==> config.mk <==
export PLATFORM = sky130hd
export DESIGN_NAME = mb_sched
export DESIGN_NICKNAME = d
export VERILOG_FILES = /design/src/rtl/mb_pkg.sv /design/src/rtl/mb_rr_arb.sv /design/src/rtl/mb_sched.sv
export SDC_FILE = /design/constraint.sdc
export NUM_CORES = 1
export LEC_CHECK = 0
export BUFFER_PORTS_ARGS = -buffer_cell sky130_fd_sc_hd__buf_2
export CAP_MARGIN = 5
export CORE_ASPECT_RATIO = 0.9
export CORE_MARGIN = 2
export CORE_UTILIZATION = 50
export CTS_BUF_LIST = sky130_fd_sc_hd__clkbuf_8 sky130_fd_sc_hd__clkbuf_16
export DETAILED_ROUTE_END_ITERATION = 10
export PLACE_DENSITY = 0.89
export REMOVE_ABC_BUFFERS = 1
export SETUP_SLACK_MARGIN = 0.3
export SYNTH_ARGS = -nofsm -noshare
export SYNTH_HDL_FRONTEND = slang
export SYNTH_SLANG_ARGS = --single-unit
==> constraint.sdc <==
create_clock -name clk -period 1.95 [get_ports clk]
set_input_delay 0.2925 -clock clk [delete_from_list [all_inputs] [get_ports clk]]
set_output_delay 0.2925 -clock clk [all_outputs]
set_load 0.005 [all_outputs]
==> src/rtl/mb_pkg.sv <==
// rtl/mb_pkg.sv - shared types and constants for the math box bus sequencer
// Holds the sequencer state enum, math box register addresses, the
// compute-address decode and the requester count.
package mb_pkg;

    localparam int NREQ = 2;

    localparam logic [7:0] MB_STATUS = 8'h00;
    localparam logic [7:0] MB_OUT_LO = 8'h10;
    localparam logic [7:0] MB_OUT_HI = 8'h18;

    // Status value reported by an idle math box
    localparam logic [7:0] MB_IDLE   = 8'h00;

    typedef enum logic [2:0] {
        ST_IDLE,
        ST_PREPOLL,
        ST_ISSUE,
        ST_POLL,
        ST_RDLO,
        ST_RDHI,
        ST_RDLAST,
        ST_DONE
    } mb_sched_state_t;

    // Writes to these addresses start a computation and make the box busy
    function automatic logic is_compute(input logic [7:0] addr);
        case (addr)
            8'h6B, 8'h71, 8'h72, 8'h73, 8'h74: is_compute = 1'b1;
            default:                            is_compute = 1'b0;
        endcase
    endfunction

endpackage

==> src/rtl/mb_rr_arb.sv <==
// rtl/mb_rr_arb.sv - two-way round-robin grant for the math box bus
// Ports:
//   clk, rst   clock, asynchronous active-high reset
//   i_req      request levels of both requesters
//   i_upd      pulse: a transaction of requester i_upd_id just completed
//   i_upd_id   id of the completed requester
//   o_gnt_v    some requester is asking
//   o_gnt_id   requester that would be granted this cycle
module mb_rr_arb (
    input  logic       clk,
    input  logic       rst,
    input  logic [1:0] i_req,
    input  logic       i_upd,
    input  logic       i_upd_id,
    output logic       o_gnt_v,
    output logic       o_gnt_id
);

    // Points at the preferred requester: the one not served last
    logic r_rr_ptr;

    always_ff @(posedge clk or posedge rst) begin
        if (rst) begin
            r_rr_ptr <= 1'b0;
        end else if (i_upd) begin
            r_rr_ptr <= ~i_upd_id;
        end
    end

    always_comb begin
        o_gnt_v  = |i_req;
        o_gnt_id = r_rr_ptr;
        if (!i_req[r_rr_ptr]) begin
            o_gnt_id = ~r_rr_ptr;
        end
    end

endmodule

==> src/rtl/mb_sched.sv <==
// rtl/mb_sched.sv - sequencer/arbiter owning the Battlezone math box bus
// Runs each granted transaction end to end: write (or read), busy polling of
// status after compute writes, then the two-byte result read.
// Optional feature macro: MB_SCHED_PERF_EN adds perf_busy / perf_tmo counters.
// Ports:
//   clk, rst              clock, asynchronous active-high reset
//   req[1:0]              request levels, held until ack
//   req_addr/req_wdata    per-requester address and write data
//   req_we[1:0]           1 = write transaction, 0 = single-byte read
//   ack[1:0]              one-cycle completion pulse
//   rdata[15:0], err      result and timeout flag, valid with ack
//   mb_addr/mb_di/mb_we   math box bus outputs
//   mb_dout               registered math box data (addr of previous cycle)
//   perf_busy, perf_tmo   (MB_SCHED_PERF_EN only) busy cycles, timeouts
module mb_sched
    import mb_pkg::*;
#(
    parameter int TIMEOUT_CYC = 64
) (
    input  logic                 clk,
    input  logic                 rst,
    input  logic [NREQ-1:0]      req,
    input  logic [NREQ-1:0][7:0] req_addr,
    input  logic [NREQ-1:0][7:0] req_wdata,
    input  logic [NREQ-1:0]      req_we,
    output logic [NREQ-1:0]      ack,
    output logic [15:0]          rdata,
    output logic                 err,
    output logic [7:0]           mb_addr,
    output logic [7:0]           mb_di,
    output logic                 mb_we,
`ifdef MB_SCHED_PERF_EN
    output logic [31:0]          perf_busy,
    output logic [15:0]          perf_tmo,
`endif
    input  logic [7:0]           mb_dout
);

    mb_sched_state_t r_state, w_state_nxt;

    logic [7:0]  r_addr;
    logic [7:0]  r_wdata;
    logic        r_we;
    logic        r_id;
    logic        r_stale;
    logic        r_poll_v;
    logic [15:0] r_poll_cnt;
    logic [7:0]  r_lo;
    logic        r_err;

    logic w_gnt_v;
    logic w_gnt_id;
    logic w_take;
    logic w_done;
    logic w_box_idle;
    logic w_poll_fail;
    logic w_tmo;
    logic w_pre_ok;

    mb_rr_arb u_arb (
        .clk      (clk),
        .rst      (rst),
        .i_req    (req),
        .i_upd    (w_done),
        .i_upd_id (r_id),
        .o_gnt_v  (w_gnt_v),
        .o_gnt_id (w_gnt_id)
    );

    assign w_take      = (r_state == ST_IDLE) && w_gnt_v;
    assign w_done      = (r_state == ST_DONE);
    assign w_box_idle  = (mb_dout == MB_IDLE);
    // The first sample in a polling state still reflects the previous address
    assign w_poll_fail = (r_state == ST_POLL) && r_poll_v && !w_box_idle;
    assign w_tmo       = w_poll_fail && (r_poll_cnt == 16'(TIMEOUT_CYC - 1));
    assign w_pre_ok    = (r_state == ST_PREPOLL) && r_poll_v && w_box_idle;

    always_ff @(posedge clk or posedge rst) begin
        if (rst) begin
            r_state    <= ST_IDLE;
            r_addr     <= 8'h00;
            r_wdata    <= 8'h00;
            r_we       <= 1'b0;
            r_id       <= 1'b0;
            r_stale    <= 1'b0;
            r_poll_v   <= 1'b0;
            r_poll_cnt <= 16'h0000;
            r_lo       <= 8'h00;
            r_err      <= 1'b0;
        end else begin
            r_state <= w_state_nxt;

            if (w_take) begin
                r_addr  <= req_addr[w_gnt_id];
                r_wdata <= req_wdata[w_gnt_id];
                r_we    <= req_we[w_gnt_id];
                r_id    <= w_gnt_id;
                r_err   <= 1'b0;
            end

            r_poll_v <= (r_state == ST_POLL) || (r_state == ST_PREPOLL);

            if (r_state != ST_POLL) begin
                r_poll_cnt <= 16'h0000;
            end else if (w_poll_fail) begin
                r_poll_cnt <= r_poll_cnt + 16'h0001;
            end

            if ((r_state == ST_RDHI) || (r_state == ST_RDLAST)) begin
                r_lo <= mb_dout;
            end

            // A timed-out box may still be busy; the next grant must wait it out
            if (w_tmo) begin
                r_err   <= 1'b1;
                r_stale <= 1'b1;
            end else if (w_pre_ok) begin
                r_stale <= 1'b0;
            end
        end
    end

    always_comb begin
        w_state_nxt = r_state;
        ack         = '0;
        rdata       = 16'h0000;
        err         = 1'b0;
        mb_addr     = 8'h00;
        mb_di       = 8'h00;
        mb_we       = 1'b0;

        case (r_state)
            ST_IDLE: begin
                if (w_gnt_v) begin
                    w_state_nxt = r_stale ? ST_PREPOLL : ST_ISSUE;
                end
            end
            ST_PREPOLL: begin
                mb_addr = MB_STATUS;
                if (w_pre_ok) begin
                    w_state_nxt = ST_ISSUE;
                end
            end
            ST_ISSUE: begin
                mb_addr = r_addr;
                if (r_we) begin
                    mb_di = r_wdata;
                    mb_we = 1'b1;
                    w_state_nxt = is_compute(r_addr) ? ST_POLL : ST_RDLO;
                end else begin
                    w_state_nxt = ST_RDLAST;
                end
            end
            ST_POLL: begin
                mb_addr = MB_STATUS;
                if (r_poll_v && w_box_idle) begin
                    w_state_nxt = ST_RDLO;
                end else if (w_tmo) begin
                    w_state_nxt = ST_DONE;
                end
            end
            ST_RDLO: begin
                mb_addr     = MB_OUT_LO;
                w_state_nxt = ST_RDHI;
            end
            ST_RDHI: begin
                mb_addr     = MB_OUT_HI;
                w_state_nxt = ST_DONE;
            end
            ST_RDLAST: begin
                mb_addr     = r_addr;
                w_state_nxt = ST_DONE;
            end
            ST_DONE: begin
                ack[r_id] = 1'b1;
                err       = r_err;
                // High byte arrives this cycle from the OUT_HI read
                if (r_err) begin
                    rdata = 16'hFFFF;
                end else if (r_we) begin
                    rdata = {mb_dout, r_lo};
                end else begin
                    rdata = {8'h00, r_lo};
                end
                w_state_nxt = ST_IDLE;
            end
            default: begin
                w_state_nxt = ST_IDLE;
            end
        endcase
    end

`ifdef MB_SCHED_PERF_EN
    logic [31:0] r_perf_busy;
    logic [15:0] r_perf_tmo;

    always_ff @(posedge clk or posedge rst) begin
        if (rst) begin
            r_perf_busy <= 32'h0;
            r_perf_tmo  <= 16'h0;
        end else begin
            if ((r_state != ST_IDLE) && (r_perf_busy != 32'hFFFF_FFFF)) begin
                r_perf_busy <= r_perf_busy + 32'h1;
            end
            if (w_tmo && (r_perf_tmo != 16'hFFFF)) begin
                r_perf_tmo <= r_perf_tmo + 16'h1;
            end
        end
    end

    assign perf_busy = r_perf_busy;
    assign perf_tmo  = r_perf_tmo;
`endif

endmodule

==> out/qor.csv <==
metric,value,unit
outcome,"finished, final reports clean",
worst path arrival time,1480,ps
Max Slew Vio Count,0,
Static Leak,0.00187,µW
PortBufs,81,
"most common cell after layout, fill and taps aside",buf_2,
Die Y,74.4,µm
final worst setup slack,180,ps
DIE WIDTH,82.2,µm
worst r2r path cells,5,
share of cells above drive strength 1,39.2,%
final hold violations,0,
"Distinct cells, synth",46,
first-pass GRT wire length,10.1,mm
CP Capture Type,output pin,
final wirelength,7.22,mm
First-pass DRT Iterations,4,
fin nets,452,
"Hold-fix buffers, CTS",0,
worst skew pair latency,310,ps
area of the mapped netlist,2750,µm²
GR Overflow Total,0,
Critical Path RT,1660,ps
Residual DRC,0,
core area,5290,µm²
CTS tree,yes,
Layout area overhead,34.8,%
Synth warnings,0,
reg2reg start,r_state[1],
Longest Clk Path Bufs,2,
Via density,5.44,
sequential area share after synthesis,44.5,%
Mapped Avg Cell Area,9.18,µm²
vias in the first global route,2229,
P per Cell Area,1160,nW/µm²
Clock transition at path regs,90,ps
"flops & latches, synth",49,
count of final setup violators,0,
n_diodes,0,
post-placement cell count,443,
sequential cell area,1230,µm²
initial antenna violation count,0,
post-layout minimum cycle time,1770,ps
Placement Rows,25,
Cells after Synth,300,
dpl hpwl,4.35,mm
Most used DFF post-synth,dfrtp_1,
fillers,374,
Die Area,6120,µm²
asr flop ratio synth,100,%
Hold WC Path Type,in -> async,
largest net degree at the start of global routing,50,
actual slew at the worst max-slew pin,597,ps
DR iter-0 viols,199,
Starting Density,52.1,%
Clock Sinks,49,
reg-to-reg setup timing slack,240,ps
Wirelength per Cell,15.3,µm
multi-input gate area in the final layout,1500,µm²
CTS Buf Count,5,
RSZ-0062 raised after global routing,yes,
total of max-cap violations,0,
Post-Layout Cell Count,473,
Setup Total Neg Slack,0,ps
Final Skew,13.6,ps
CP max FO,5,
Root Buffer,clkbuf_8,
Routed Antenna Nets,0,
CP Launch Type,flop,
capturing point of the worst reg2reg path,r_addr[5],
most frequent cells in the layout,"76 x buf_2, 46 x nor2_1, 44 x dfrtp_1, 34 x nand2_1, 17 x mux2i_1",
"EDFF count, synth",0,
pre-CTS setup slack,223,ps
Relative slew margins,60.2,%
Max Freq,565,MHz
H-tree depth,2,
Vias,2572,
WS Path Type,reg -> out,
I/O Pins,82,
routability congestion estimate,0.859,
gr usage total,21.7,%
final worst path period share,90.8,%
maximum vdd drop,0.660,mV
-- report_power, final --
group / switching [µW] / total (µW) / internal [µW]
registers: 286 / 1640 / 1350
logic: 995 / 2090 / 1100
clock network: 336 / 580 / 244
total: 1620 / 4310 / 2690
-- kinds of logic after synthesis --
family	count (synthesis)	synth area share (%)
AO/OA/AOI/OAI	46	9.31
AND/OR/NAND/NOR	143	26.9
buffers and inverters	20	4.09
multiplexers	27	10.2
adder cells (fa/ha/maj)	1	0.454
XOR/XNOR	14	4.45
flip-flops	49	44.5
-- flip-flops by register name (all words and copies together) (netlist names) --
signal and count:
r_err 1, r_wdata 8, u_arb.r_rr_ptr 1, r_stale 1, r_poll_cnt 16, r_lo 8
r_poll_v 1, r_id 1, r_we 1, r_addr 8, r_state 3
-- stage by stage --
stage / utilization, % / power, µW / cell area (µm²) / hold WS [ps]
floorplan: - / 2570 / 2660 / 442
global placement: 61.1 / 3050 / 3230 / 455
detailed placement: 61.1 / 3140 / 3230 / 466
CTS: 65.3 / 3930 / 3450 / 150
global route: 70.2 / 4580 / 3710 / 175
finish: 70.2 / 4310 / 3710 / 132
-- layout make-up --
class | count | share of cell area (%)
multi-input cells | 231 | 40.3
flip-flops and latches | 49 | 33.2
repair buffers | 113 | 21.4
well taps | 67 | 2.26
clock buffers | 5 | 1.85
inverters | 5 | 0.506
clock inverters | 3 | 0.405
-- worst max-delay path by stage --
| stage | from | end | cells after the start |
|---|---|---|---|
| floorplan | u_arb.r_rr_ptr | r_addr[2] | 3 |
| global placement | r_state[1] | r_lo[1] | 3 |
| detailed placement | mb_dout[0] | r_state[1] | 6 |
| CTS | r_state[0] | mb_di[6] | 6 |
| global route | r_state[0] | mb_di[6] | 6 |
| finish | r_state[0] | mb_di[6] | 6 |
-- synthesized netlist by cell type (2+ instances only) --
master / number / area [µm²]
a21o_1: 3 / 22.5
nor2b_1: 2 / 12.5
nor3_1: 3 / 15.0
buf_2: 4 / 20.0
o21ai_0: 19 / 95.1
nand2b_1: 3 / 18.8
inv_1: 5 / 18.8
mux2_2: 9 / 101
nand3_1: 8 / 40.0
or4_1: 3 / 22.5
and2_1: 16 / 100
xor2_1: 6 / 52.6
nor4_4: 2 / 42.5
nor2_1: 48 / 180
and3_1: 6 / 37.5
dfrtp_1: 49 / 1230
a21oi_1: 13 / 65.1
o21ai_1: 5 / 25.0
xnor2_1: 8 / 70.1
buf_6: 2 / 22.5
buf_4: 2 / 15.0
mux2i_1: 18 / 180
clkbuf_1: 6 / 22.5
a21oi_2: 2 / 17.5
nand2_1: 34 / 128
nand4_1: 4 / 25.0
-- worst max-delay path: stages, from the launching register on --
cell and delay, ps:
dfrtp_1 410, buf_6 130, nand2b_4 150, nor2_4 130, buf_6 130, and2_1 110
buf_2 110
-- per-layer routing --
layer  share of wire, %  track usage, %  vias to the layer above
met5                  0               0                        -
met4                2.1            8.15                        0
met3                6.5            4.85                       16
met2                 50            35.9                      100
met1                 41            28.0                     1219
li1                   -               -                     1237
-- repair_timing --
item | 4_1_cts | 5_1_grt
endpoints found under the setup margin | 44 | 63
hold endpoints to repair | 0 | 0
setup buffers | 7 | 7
resized for setup | 22 | 32
cloned | 1 | 7
pin swaps | 6 | 3
No activity file was read; power rests on OpenSTA's default activity.
